$ cat src/rtl/wb_pkg.sv
// Field layout of the MEM->WB buses and the write-back stage state encoding.
// Offsets are the single source of truth for slicing wb_ctrl_bus, wb_csr_bus and mem_excp_bus.
package wb_pkg;

    localparam int WB_CTRL_W       = 361;
    localparam int WB_RESULT_LSB   = 0;
    localparam int WB_PC_LSB       = 32;
    localparam int WB_INST_LSB     = 64;
    localparam int WB_WEN_BIT      = 96;
    localparam int WB_WIDX_LSB     = 97;
    localparam int WB_IVALID_BIT   = 102;
    localparam int WB_BREAK_BIT    = 103;
    localparam int WB_VADDR_LSB    = 104;
    localparam int WB_LLEN_BIT     = 359;
    localparam int WB_LLVAL_BIT    = 360;

    localparam int WB_CSR_W        = 47;
    localparam int WB_CSR_WDATA_LSB = 0;
    localparam int WB_CSR_ADDR_LSB = 32;
    localparam int WB_CSR_WE_BIT   = 46;

    localparam int WB_EXCP_W       = 9;
    localparam int WB_EXCP_BIT     = 0;
    localparam int WB_EXCP_NUM_LSB = WB_EXCP_W - 8;
    localparam int WB_ERTN_BIT     = WB_EXCP_W - 1;

    typedef enum logic {WB_RUN, WB_FLUSH} wb_state_t;

endpackage

$ cat src/rtl/wb_commit_trace.sv
// Difftest commit trace: registers the retiring instruction's architectural effects.
// Latency 1 cycle after commit; no backpressure, samples every cycle.
module wb_commit_trace (
    input  logic        clk,
    input  logic        reset,
    input  logic        commit,
    input  logic        excp_flush,
    input  logic [31:0] pc,
    input  logic [31:0] inst,
    input  logic        rf_we,
    input  logic [4:0]  rf_waddr,
    input  logic [31:0] rf_wdata,
    output logic        dt_valid,
    output logic [31:0] dt_pc,
    output logic [31:0] dt_inst,
    output logic        dt_wen,
    output logic [4:0]  dt_wdest,
    output logic [31:0] dt_wdata,
    output logic        dt_excp
);

    always_ff @(posedge clk) begin
        if (reset) begin
            dt_valid <= 1'b0;
            dt_pc    <= '0;
            dt_inst  <= '0;
            dt_wen   <= 1'b0;
            dt_wdest <= '0;
            dt_wdata <= '0;
            dt_excp  <= 1'b0;
        end else begin
            dt_valid <= commit;
            dt_pc    <= commit ? pc   : '0;
            dt_inst  <= commit ? inst : '0;
            dt_wen   <= rf_we;
            dt_wdest <= rf_waddr;
            dt_wdata <= rf_wdata;
            dt_excp  <= excp_flush;
        end
    end

endmodule

$ cat src/rtl/wb_commit_stage.sv
// Write-back/commit stage: retires RF/CSR/LLbit writes, raises flushes, counts retires, sticky break halt.
// Latency 0 (outputs combinational on fire); left_ready low while halted or during the post-flush window.
// Optional DIFFTEST_COMMIT_EN adds a 1-cycle registered commit trace (wb_commit_trace).
module wb_commit_stage
    import wb_pkg::*;
#(
    parameter int CNT_W        = 64,
    parameter int FLUSH_CYCLES = 1
) (
    input  logic                 clk,
    input  logic                 reset,
    input  logic                 left_valid,
    output logic                 left_ready,
    output logic                 fire,
    input  logic [WB_CTRL_W-1:0] wb_ctrl_bus,
    input  logic [WB_CSR_W-1:0]  wb_csr_bus,
    input  logic [WB_EXCP_W-1:0] mem_excp_bus,
    output logic                 rf_we,
    output logic [4:0]           rf_waddr,
    output logic [31:0]          rf_wdata,
    output logic                 csr_we,
    output logic [13:0]          csr_waddr,
    output logic [31:0]          csr_wdata,
    output logic                 llbit_we,
    output logic                 llbit_wval,
    output logic                 excp_flush,
    output logic                 ertn_flush,
    output logic [6:0]           excp_num,
    output logic [31:0]          excp_era,
    output logic [31:0]          excp_badv,
    output logic                 halt,
    output logic [CNT_W-1:0]     retire_cnt
`ifdef DIFFTEST_COMMIT_EN
    ,
    output logic                 dt_valid,
    output logic [31:0]          dt_pc,
    output logic [31:0]          dt_inst,
    output logic                 dt_wen,
    output logic [4:0]           dt_wdest,
    output logic [31:0]          dt_wdata,
    output logic                 dt_excp
`endif
);

    wb_state_t  state;
    logic [3:0] flush_cnt;

    logic        inst_valid, is_break, wreg_en, ll_en, ll_val;
    logic        excp, ertn, csr_we_in;
    logic        commit, good;
    logic [31:0] pc, inst, result, vaddr;
    logic [4:0]  wreg_index;

    assign result     = wb_ctrl_bus[WB_RESULT_LSB +: 32];
    assign pc         = wb_ctrl_bus[WB_PC_LSB +: 32];
    assign inst       = wb_ctrl_bus[WB_INST_LSB +: 32];
    assign wreg_en    = wb_ctrl_bus[WB_WEN_BIT];
    assign wreg_index = wb_ctrl_bus[WB_WIDX_LSB +: 5];
    assign inst_valid = wb_ctrl_bus[WB_IVALID_BIT];
    assign is_break   = wb_ctrl_bus[WB_BREAK_BIT];
    assign vaddr      = wb_ctrl_bus[WB_VADDR_LSB +: 32];
    assign ll_en      = wb_ctrl_bus[WB_LLEN_BIT];
    assign ll_val     = wb_ctrl_bus[WB_LLVAL_BIT];
    assign csr_we_in  = wb_csr_bus[WB_CSR_WE_BIT];
    assign excp       = mem_excp_bus[WB_EXCP_BIT];
    assign ertn       = mem_excp_bus[WB_ERTN_BIT];

    // Reset gates left_ready so every commit-derived output is forced low during reset.
    assign left_ready = (state == WB_RUN) & !halt & !reset;
    assign fire       = left_valid & left_ready;
    assign commit     = fire & inst_valid;
    assign good       = commit & !excp & !ertn;

    assign rf_we      = good & wreg_en;
    assign rf_waddr   = rf_we ? wreg_index : '0;
    assign rf_wdata   = rf_we ? result : '0;
    assign csr_we     = good & csr_we_in;
    assign csr_waddr  = csr_we ? wb_csr_bus[WB_CSR_ADDR_LSB +: 14] : '0;
    assign csr_wdata  = csr_we ? wb_csr_bus[WB_CSR_WDATA_LSB +: 32] : '0;
    assign llbit_we   = good & ll_en;
    assign llbit_wval = llbit_we & ll_val;

    assign excp_flush = commit & excp;
    assign ertn_flush = commit & ertn & !excp;
    assign excp_num   = excp_flush ? mem_excp_bus[WB_EXCP_NUM_LSB +: 7] : '0;
    assign excp_era   = commit ? pc : '0;
    assign excp_badv  = excp_flush ? vaddr : '0;

    logic unused_bus_bits;
    assign unused_bus_bits = ^{wb_ctrl_bus[WB_LLEN_BIT-1:WB_VADDR_LSB+32], inst};

    always_ff @(posedge clk) begin
        if (reset) begin
            state      <= WB_RUN;
            flush_cnt  <= '0;
            halt       <= 1'b0;
            retire_cnt <= '0;
        end else begin
            if (good)
                retire_cnt <= retire_cnt + CNT_W'(1);
            if (good && is_break)
                halt <= 1'b1;
            case (state)
                WB_RUN: begin
                    if (excp_flush || ertn_flush) begin
                        state     <= WB_FLUSH;
                        flush_cnt <= 4'(FLUSH_CYCLES);
                    end
                end
                WB_FLUSH: begin
                    flush_cnt <= flush_cnt - 4'd1;
                    // <=1 rather than ==1 so a stray zero count can never lock the stage.
                    if (flush_cnt <= 4'd1)
                        state <= WB_RUN;
                end
                default: state <= WB_RUN;
            endcase
        end
    end

`ifdef DIFFTEST_COMMIT_EN
    wb_commit_trace u_trace (
        .clk        (clk),
        .reset      (reset),
        .commit     (commit),
        .excp_flush (excp_flush),
        .pc         (pc),
        .inst       (inst),
        .rf_we      (rf_we),
        .rf_waddr   (rf_waddr),
        .rf_wdata   (rf_wdata),
        .dt_valid   (dt_valid),
        .dt_pc      (dt_pc),
        .dt_inst    (dt_inst),
        .dt_wen     (dt_wen),
        .dt_wdest   (dt_wdest),
        .dt_wdata   (dt_wdata),
        .dt_excp    (dt_excp)
    );
`endif

endmodule

$ cat config.mk
export PLATFORM = sky130hd
export DESIGN_NAME = wb_commit_stage
export DESIGN_NICKNAME = d
export VERILOG_FILES = /design/src/rtl/wb_pkg.sv /design/src/rtl/wb_commit_trace.sv /design/src/rtl/wb_commit_stage.sv
export SDC_FILE = /design/constraint.sdc
export NUM_CORES = 1
export LEC_CHECK = 0
export BUFFER_PORTS_ARGS = -buffer_cell sky130_fd_sc_hd__buf_4
export CORE_AREA = 2 2 255 257
export DETAILED_ROUTE_END_ITERATION = 7
export DIE_AREA = 0 0 257 259
export HOLD_SLACK_MARGIN = 0.05
export SETUP_SLACK_MARGIN = 0.15
export SLEW_MARGIN = 20
export SYNTH_ARGS = -nofsm -noshare
export SYNTH_HDL_FRONTEND = slang
export SYNTH_SLANG_ARGS = --single-unit
$ cat constraint.sdc
create_clock -name clk -period 3.9 [get_ports clk]
set_input_delay 0.39 -clock clk [delete_from_list [all_inputs] [get_ports clk]]
set_output_delay 0.39 -clock clk [all_outputs]
set_load 0.05 [all_outputs]
==> results.sh, run 1 <==
export IMPL_synthDistinctLibCells=38
export IMPL_report_final_slew_viol_count=0
export IMPL_holdPathStages=3
export IMPL_p_leak_uw=0.00378
export IMPL_drive_gt1_share_pct=44.1
export IMPL_synth_edf_count=0
export IMPL_wl_per_cell_um=21.8
export IMPL_crit_chain="or4b_4 -> inv_1 -> and3_1 -> buf_4 -> and2_1 -> buf_4"
export IMPL_r2r_start="retire_cnt[0]"
export IMPL_max_freq_mhz=329
export IMPL_ys_seq_elements=70
export IMPL_critical_path_class="flop to output port"
export IMPL_area_growth_pct=94.8
export IMPL_power_frac_clock_pct=42.5
export IMPL_numCtsBuffers=9
export IMPL_final_util_pct=13.6
export IMPL_slowest_delay_ns=0.69
export IMPL_start_util_pct=7.00
export IMPL_ys_warn_count=0
export IMPL_p_int_uw=1300
export IMPL_grt_first_pass_wirelength_um=51300
export IMPL_instances_no_fill=1838
export IMPL_fin_crit_sh_pct=77.9
export IMPL_hpwl_um=35300
export IMPL_outcome="finished clean"
export IMPL_crit_required_ns=3.51
export IMPL_antenna_found_initial=39
export IMPL_clk_pin_slew_ns=0.06
export IMPL_finClkSkew_ns=0.00624
export IMPL_io_buffers=391
export IMPL_drtPass1Iterations=5
export IMPL_power_frac_comb_pct=18.0
export IMPL_yosysTopAreaCell="dfxtp_1"
export IMPL_setup_viol=0
export IMPL_rows=93
export IMPL_synth_top_cell_area_share_pct=31.3
export IMPL_nets=1392
export IMPL_vias=6136
export IMPL_hold_end="halt"
export IMPL_switchingPower_uw=533
export IMPL_start_kind="flop"
export IMPL_maxCapViolCount=0
export IMPL_netlist_area_mm2=0.00447
export IMPL_synth_avg_cell_area_um2=7.57
export IMPL_hold_path_class="input pin to flop"
export IMPL_reg2regPathDepth=7
export IMPL_rsz0062_at_grt="false"
export IMPL_cts_hold_buf=0
export IMPL_cts_sinks=70
export IMPL_crit_family="simple AND/OR/NAND/NOR gates"
export IMPL_clk_latency_ns=0.35
export IMPL_die_area_mm2=0.0666
export IMPL_die_y_um=259
export IMPL_drt_wl_total_um=40000
export IMPL_ant_nets=0
export IMPL_synth_fp_nets=1014
export IMPL_post_cts_buffers=0
export IMPL_arrival_ns=2.65
export IMPL_finalHoldViolations=0
export IMPL_crit_path_frequent_cell="buf_4"
export IMPL_synth_seq_area_share_pct=31.3
export IMPL_grt_pass1_vias=5691
export IMPL_finalCriticalPeriod_ns=3.04
export IMPL_grt_overflow=0
export IMPL_via_per_inst=3.34
export IMPL_clock_root_buffer="clkbuf_16"
export IMPL_seqPwrFrac_pct=39.4
export IMPL_reg2reg_slack_ns=1.08
export IMPL_cts_tree="yes"
export IMPL_setup_worst_path_start="state"
export IMPL_place_inst=1813
export IMPL_drc=0
export IMPL_grt_usage_pct=11.6
export IMPL_r2r_end="retire_cnt[46]"
export IMPL_clockBufferDepth=2
export IMPL_grt_max_degree=75
export IMPL_tns_ns=0
export IMPL_switching_share_pct=29.1
export IMPL_powerDensity_mw_per_mm2=210
export IMPL_ir_drop_v=0.000157
export IMPL_critPathSlowestCell="or4b_4"
export IMPL_async_reset_ff_share_pct=0
export IMPL_core_area_mm2=0.0639
export IMPL_gp_congestion=0.853
export IMPL_synth_ff_type="dfxtp_1"
export IMPL_worst_pin_slew_ns=0.865
export IMPL_slew_headroom_pct=42.3
export IMPL_syn_inst=591
export IMPL_dieWidth_um=257
export IMPL_cts_resized=0
export IMPL_htreeDepth=3
export IMPL_drtIter0Drc=581
export IMPL_critical_path_peak_fanout=40
export IMPL_synth_top_cells_by_area="dfxtp_1 31%, and2_1 17%, and3_1 5.6%"
export IMPL_ioPinCount=647
export IMPL_end_kind="output port"
export IMPL_path_buf_inv=3
export IMPL_hp_start="wb_ctrl_bus[103]"
metrics by stage:
stage	worst slack, ns	area (µm²)	total power, µW	hold slack [ns]
after floorplan	0.810	4470	880	0.450
after global placement	1.09	8420	1070	0.466
after detailed placement	1.08	8420	1070	0.472
after CTS	0.854	8690	1860	0.268
after global routing	0.696	8700	1910	0.315
final	0.863	8710	1830	0.273
sequential cells by signal, indices dropped and copies added (netlist names):
register	flops
flush_cnt	4
halt	1
retire_cnt	64
state	1
per-layer routing:
layer	vias up	global-route usage, %	routed length, µm
met4	8	2.68	699
met1	2838	12.6	13900
li1	2826	-	-
met2	418	18.5	18400
met3	46	7.78	6990
met5	-	0	54
cell families (layout without fill, tap and decap cells):
kind of cell             count (synthesis)  after routing  share of synthesized area, %
buffers and inverters                   47            429                          4.20
adder cells (fa/ha/maj)                  3              3                         0.839
other                                    0             10                             0
XOR/XNOR                                28             28                          5.48
flip-flops                              70             70                          31.3
AND/OR/NAND/NOR                        367            367                          48.8
multiplexers                             2              2                         0.476
AO/OA/AOI/OAI                           74             74                          8.92
cell usage in the layout, fill, tap and decap left out, types with 8 or more instances in the layout:
master     synthesis  routed
dfxtp_1           70      70
nor2_1            47      47
inv_1             12      12
o31ai_1            8       8
xnor2_1            9       9
or4_1             11      11
or3_1             26      26
nand4_1           28      28
clkbuf_16          0       9
a21oi_1           36      36
o21ai_0           27      27
and2_1           125     125
buf_4              0     402
xor2_1            19      19
and3_1            40      40
diode_2            0      10
nor3_1            13      13
nand3_1           21      21
nand2_1           25      25
cell type report:
class / count / area, µm²
Antenna cell: 10 / 25.0
Timing Repair Buffer: 402 / 3020
Inverter: 12 / 45.0
Clock buffer: 9 / 225
Clock inverter: 6 / 38.8
Sequential cell: 70 / 1400
Fill cell: 7451 / 55200
Tap cell: 855 / 1070
Multi-Input combinational cell: 474 / 2890
cells in the mapped netlist (3+ instances only):
library cell and count:
nand4_1 28, o31ai_1 8, dfxtp_1 70, nor4_1 5
a21oi_1 36, nand2_1 25, nor2_1 47, inv_1 12
xor2_1 19, or2_2 4, or3_1 26, nor3_1 13
or4_1 11, and4_1 4, clkbuf_1 29, and2_1 125
nand3_1 21, ha_1 3, and3_1 40, nor4_4 3
nor2b_1 4, buf_2 3, o21ai_0 27, xnor2_1 9
how the worst max path moves through the flow:
stage	to	cells past startpoint	slack (ns)
floorplan	excp_badv[22]	6	0.81
detailed placement	retire_cnt[46]	7	1.08
global route	excp_badv[23]	6	0.70
finish	excp_num[6]	6	0.86
CTS	excp_num[6]	6	0.85
global placement	retire_cnt[50]	7	1.09
power groups by stage:
stage	Combinational [µW]	Clock (µW)	Sequential (µW)
2_1_floorplan	142	0	738
4_1_cts	334	802	722
3_5_place_dp	332	0	738
3_3_place_gp	333	0	739
5_1_grt	353	837	723
6_report	330	779	723
worst min-delay path, stage by stage:
cell and delay [ns]:
buf_4 0.08, a21oi_1 0.05, nor2_1 0.07
Note: power is estimated with default switching activity, not from simulation.
==> run 2, diff against run 1 <==
ABC_AREA = 1   (was not set)
CORE_AREA = 2 2 250 252   (was 2 2 255 257)
DIE_AREA = 0 0 252 254   (was 0 0 257 259)
clock period = 2.75 ns   (was 3.9 ns; I/O delays follow)
==> results.sh, run 2 <==
export IMPL_clockBufferDepth=2
export IMPL_synth_fp_nets=1452
export IMPL_critical_path_class="flop to output port"
export IMPL_crit_family="simple AND/OR/NAND/NOR gates"
export IMPL_synth_edf_count=0
export IMPL_synth_top_cell_area_share_pct=25.7
export IMPL_io_buffers=391
export IMPL_yosysMostFrequentCell="nor2_1"
export IMPL_maxCapViolCount=0
export IMPL_synth_top_cells_by_area="dfxtp_1 26%, nor2_1 22%, inv_1 16%"
export IMPL_finalHoldViolations=0
export IMPL_ys_seq_elements=70
export IMPL_syn_inst=1029
export IMPL_ir_drop_v=0.000199
export IMPL_dieWidth_um=252
export IMPL_die_area_mm2=0.0640
export IMPL_antenna_found_initial=59
export IMPL_nets=1838
export IMPL_critPathSlowestCell="dfxtp_1"
export IMPL_fin_crit_sh_pct=89.1
export IMPL_ant_nets=0
export IMPL_final_common_cell="buf_4"
export IMPL_worst_pin_slew_ns=0.549
export IMPL_largest_register_ffs=64
export IMPL_cts_sinks=70
export IMPL_synth_avg_cell_area_um2=5.30
export IMPL_slowest_delay_ns=0.39
export IMPL_grt_max_degree=48
export IMPL_drtPass1Iterations=5
export IMPL_crit_required_ns=2.48
export IMPL_drtIter0Drc=865
export IMPL_outcome="finished clean"
export IMPL_register_area_mm2=0.00140
export IMPL_synth_seq_area_share_pct=25.7
export IMPL_p_leak_uw=0.00482
export IMPL_via_per_inst=3.63
export IMPL_area_growth_pct=78.1
export IMPL_ys_warn_count=0
export IMPL_start_util_pct=8.90
export IMPL_max_freq_mhz=408
export IMPL_final_cell_mix="404 x buf_4, 298 x nor2_1, 228 x inv_1"
export IMPL_clk_latency_ns=0.35
export IMPL_hp_start="wb_ctrl_bus[103]"
export IMPL_drt_wl_total_um=48000
export IMPL_reg2reg_slack_ns=0.55
export IMPL_start_kind="flop"
export IMPL_synth_commonest_cells="322 x nor2_1, 229 x inv_1, 201 x nand2_1"
export IMPL_end_kind="output port"
export IMPL_dpl_instance_area_mm2=0.00939
export IMPL_hold_end="halt"
export IMPL_hold_path_class="input pin to flop"
export IMPL_synth_ff_type="dfxtp_1"
export IMPL_finalCriticalPeriod_ns=2.45
export IMPL_netlist_area_mm2=0.00545
export IMPL_largestRegisters="retire_cnt (64), flush_cnt (4)"
export IMPL_reg2regPathDepth=10
export IMPL_rsz0062_at_grt="false"
export IMPL_drc=0
export IMPL_vias=8033
export IMPL_synthDistinctLibCells=30
export IMPL_powerDensity_mw_per_mm2=278
export IMPL_top_register="retire_cnt"
export IMPL_finClkSkew_ns=0.0104
export IMPL_grt_overflow=0
export IMPL_wl_per_cell_um=21.6
export IMPL_rows=91
export IMPL_r2r_end="retire_cnt[38]"
export IMPL_fillers=7224
export IMPL_ioPinCount=647
export IMPL_htreeDepth=3
export IMPL_grt_usage_pct=14.4
export IMPL_grt_first_pass_wirelength_um=61300
export IMPL_power_total_uw=2700
export IMPL_setup_viol=0
export IMPL_drive_gt1_share_pct=32.8
export IMPL_hpwl_um=42600
export IMPL_core_area_mm2=0.0613
export IMPL_multi_input_area_mm2=0.00311
export IMPL_fin_worst_hold_slack_ns=0.183
export IMPL_r2r_start="retire_cnt[1]"
export IMPL_cts_tree="yes"
export IMPL_numCtsBuffers=9
export IMPL_holdPathStages=3
export IMPL_grt_pass1_vias=7166
export IMPL_cts_hold_buf=0
export IMPL_die_y_um=254
export IMPL_yosysTopAreaCell="dfxtp_1"
export IMPL_report_final_slew_viol_count=0
export IMPL_critical_path_peak_fanout=47
export IMPL_clk_pin_slew_ns=0.06
export IMPL_clock_root_buffer="clkbuf_16"
export IMPL_async_reset_ff_share_pct=0
export IMPL_crit_chain="nor2_2 -> nand4_4 -> nor3_4 -> nand2_2 -> buf_6 -> nor2_1 -> buf_4"
export IMPL_slew_headroom_pct=63.4
export IMPL_finalInstanceArea_mm2=0.00971
export IMPL_gp_congestion=0.935
export IMPL_path_buf_inv=2
export IMPL_arrival_ns=2.18
-- run 2: cell types whose count changed after synthesis, moves of 8 or more --
cell      delta
or4_1       -11
inv_1      +217
o31ai_1      -8
clkbuf_1    -17
nand2_1    +176
o21ai_0     -11
buf_2       +10
or3_1       -26
nand3_1     +22
and2_1     -122
xor2_1      -12
nor2_2       +8
and3_1      -38
nor2_1     +275
-- run 2: worst max-delay path by stage --
stage / from / endpoint / slack (ns) / cells past startpoint
after global routing: state / rf_wdata[8] / 0.16 / 7
after detailed placement: state / csr_wdata[3] / 0.50 / 7
final: state / csr_wdata[19] / 0.30 / 7
after floorplan: halt / excp_badv[21] / -0.04 / 7
after CTS: state / csr_wdata[3] / 0.12 / 7
after global placement: state / csr_wdata[3] / 0.52 / 7
-- run 2: stage by stage --
step	utilization, %	TNS, ns	cells	setup slack (ns)
floorplan	-	-0.430	1029	-0.0430
global placement	15.3	0	2190	0.517
detailed placement	15.3	0	2190	0.503
CTS	15.8	0	2205	0.115
global route	15.8	0	2213	0.155
finish	15.9	0	2216	0.300
-- run 2: timing repair --
item / in CTS / in global routing
endpoints found under the setup margin: 3 / 71
pin swaps: 0 / 2
resized for setup: 0 / 4
setup buffers: 0 / 4
-- run 2: worst register-to-register path, cell delays in order, from the launching register on --
cell     delay, ns
dfxtp_1       0.40
ha_1          0.19
inv_1         0.06
nor2_2        0.24
nand2_1       0.19
nor2_2        0.28
nand2_1       0.15
nor2_1        0.32
nand4_1       0.13
nand2_1       0.08
nor2_1        0.05
-- run 2: layer usage --
metal  global-route usage (%)  vias to the layer above  part of all wire [%]
met2                     24.6                      493                    48
met5                        0                        -                  0.17
met3                     6.56                      105                    12
met1                     16.1                     3614                    37
met4                     3.91                       14                   2.8
li1                         -                     3807                     -
-- run 2: final cells by class --
class                      count  share of cell area, %
timing repair buffer         406                   31.6
inverter                     230                   8.92
clock buffer                   9                   2.32
sequential                    70                   14.4
antenna                        7                  0.180
tap                          790                   10.2
multi-input combinational    698                   32.0
clock inverter                 6                  0.399
-- run 2: cells by family after synthesis --
family                   synth area share (%)
AO/OA/AOI/OAI                            4.77
XOR/XNOR                                 1.93
flip-flops                               25.7
adder cells (fa/ha/maj)                 0.688
buffers and inverters                    18.5
AND/OR/NAND/NOR                          48.4
-- run 2: power by group --
| part | total [µW] | internal [µW] | switching [µW] |
|---|---|---|---|
| clock network | 1110 | 605 | 507 |
| registers | 1020 | 1020 | 5.63 |
| logic | 561 | 237 | 323 |
| total | 2700 | 1860 | 836 |
==> run 3, diff against run 2 <==
clock period = 3 ns   (was 2.75 ns; I/O delays follow)
==> results.sh, run 3 (synthesized netlist as in run 2, its figures left out) <==
export IMPL_critical_path_peak_fanout=47
export IMPL_drtIter0Drc=487
export IMPL_hold_path_class="input pin to flop"
export IMPL_cts_resized=0
export IMPL_crit_required_ns=2.70
export IMPL_clk_pin_slew_ns=0.06
export IMPL_fin_crit_sh_pct=90.0
export IMPL_slew_headroom_pct=54.1
export IMPL_p_leak_uw=0.00481
export IMPL_finalInstanceArea_mm2=0.00962
export IMPL_numCtsBuffers=9
export IMPL_wl_per_cell_um=14.4
export IMPL_critPathSlowestCell="dfxtp_1"
export IMPL_arrival_ns=2.40
export IMPL_maxCapViolCount=0
export IMPL_post_cts_buffers=0
export IMPL_clk_latency_ns=0.36
export IMPL_grt_overflow=0
export IMPL_vias=7397
export IMPL_cts_hold_buf=0
export IMPL_slowest_delay_ns=0.39
export IMPL_drc=0
export IMPL_ir_drop_v=0.000180
export IMPL_powerDensity_mw_per_mm2=265
export IMPL_drive_gt1_share_pct=30.8
export IMPL_rsz0062_at_grt="false"
export IMPL_setup_viol=0
export IMPL_rows=91
export IMPL_dieWidth_um=252
export IMPL_largestRegisters="retire_cnt (64), flush_cnt (4)"
export IMPL_htreeDepth=3
export IMPL_cts_sinks=70
export IMPL_drtPass1Iterations=6
export IMPL_grt_use_met2_pct=15.4
export IMPL_tns_ns=0
export IMPL_grt_pass1_vias=6955
export IMPL_max_freq_mhz=370
export IMPL_ant_nets=0
export IMPL_top_register="retire_cnt"
export IMPL_final_common_cell="buf_4"
export IMPL_clockBufferDepth=2
export IMPL_gp_congestion=0.867
export IMPL_setup_worst_path_start="state"
export IMPL_power_total_uw=2550
export IMPL_cts_tree="yes"
export IMPL_grt_first_pass_wirelength_um=44500
export IMPL_fillers=7140
export IMPL_finClkSkew_ns=0.0112
export IMPL_met1_usage_pct=12.5
export IMPL_antenna_found_initial=13
export IMPL_grt_usage_pct=9.64
export IMPL_drt_wl_total_um=31700
export IMPL_core_area_mm2=0.0613
export IMPL_instances_no_fill=2206
export IMPL_r2r_end="retire_cnt[38]"
export IMPL_start_util_pct=8.90
export IMPL_ioPinCount=647
export IMPL_io_buffers=391
export IMPL_via_per_inst=3.35
export IMPL_crit_path_frequent_cell="buf_4"
export IMPL_end_kind="output port"
export IMPL_reg2regPathDepth=10
export IMPL_crit_end="csr_wdata[15]"
export IMPL_r2r_start="retire_cnt[1]"
export IMPL_place_inst=2188
export IMPL_finalHoldViolations=0
export IMPL_start_kind="flop"
export IMPL_grt_max_degree=48
export IMPL_busiest_layer="met2"
export IMPL_area_growth_pct=76.4
export IMPL_outcome="finished clean"
export IMPL_crit_chain="nor2_2 -> nand4_4 -> nor3_4 -> buf_4 -> nand2_1 -> buf_4 -> nor2_1 -> buf_4"
export IMPL_use_met3_pct=2.73
export IMPL_nets=1832
export IMPL_worst_pin_slew_ns=0.688
export IMPL_hpwl_um=27300
export IMPL_largest_register_ffs=64
export IMPL_finalCriticalPeriod_ns=2.70
export IMPL_critical_path_class="flop to output port"
export IMPL_reg2reg_slack_ns=0.72
export IMPL_fin_worst_hold_slack_ns=0.196
export IMPL_report_final_slew_viol_count=0
export IMPL_dpl_instance_area_mm2=0.00931
export IMPL_clock_root_buffer="clkbuf_16"
export IMPL_die_area_mm2=0.0640
export IMPL_final_cell_mix="400 x buf_4, 320 x nor2_1, 229 x inv_1"
export IMPL_die_y_um=254
[run 3: report_power, final]
group | internal (µW) | total [µW] | leakage (µW) | switching [µW]
clock network | 650 | 1120 | 0.000136 | 474
registers | 934 | 939 | 0.000564 | 5.26
logic | 212 | 483 | 0.00411 | 270
total | 1800 | 2550 | 0.00481 | 749
[run 3: final cells by class]
class / count / area [µm²] / share of cell area, %
multi-input cells: 698 / 3050 / 31.8
repair buffers: 400 / 3000 / 31.2
flip-flops and latches: 70 / 1400 / 14.6
well taps: 790 / 988 / 10.3
inverters: 230 / 866 / 9.00
clock buffers: 10 / 229 / 2.38
clock inverters: 6 / 70.1 / 0.729
diodes: 2 / 5.00 / 0.0520
[run 3: through the flow]
stage	setup slack [ns]	util (%)
2_1_floorplan	0.148	-
3_3_place_gp	0.555	15.2
3_5_place_dp	0.554	15.2
4_1_cts	0.161	15.7
5_1_grt	0.151	15.7
6_report	0.299	15.7
[run 3: worst max-delay path: cells and delay by family, from the launching register on]
kind | cells | cell delay, ns
buf+inv | 3 | 0.74
simple gates | 5 | 0.88
flops | 1 | 0.39
[run 3: worst min path at each step]
stage	from	end	slack, ns	cells after the start
CTS	wb_ctrl_bus[103]	halt	0.18	3
floorplan	flush_cnt[1]	flush_cnt[1]	0.44	2
global placement	flush_cnt[1]	flush_cnt[1]	0.45	2
finish	wb_ctrl_bus[103]	halt	0.20	3
detailed placement	flush_cnt[1]	flush_cnt[1]	0.46	2
global route	wb_ctrl_bus[103]	halt	0.21	3
[run 3: routing by layer]
metal	share of wire (%)	vias up
met5	0.041	-
met4	2.2	2
met3	8.6	27
met2	44	352
met1	45	3213
li1	-	3803
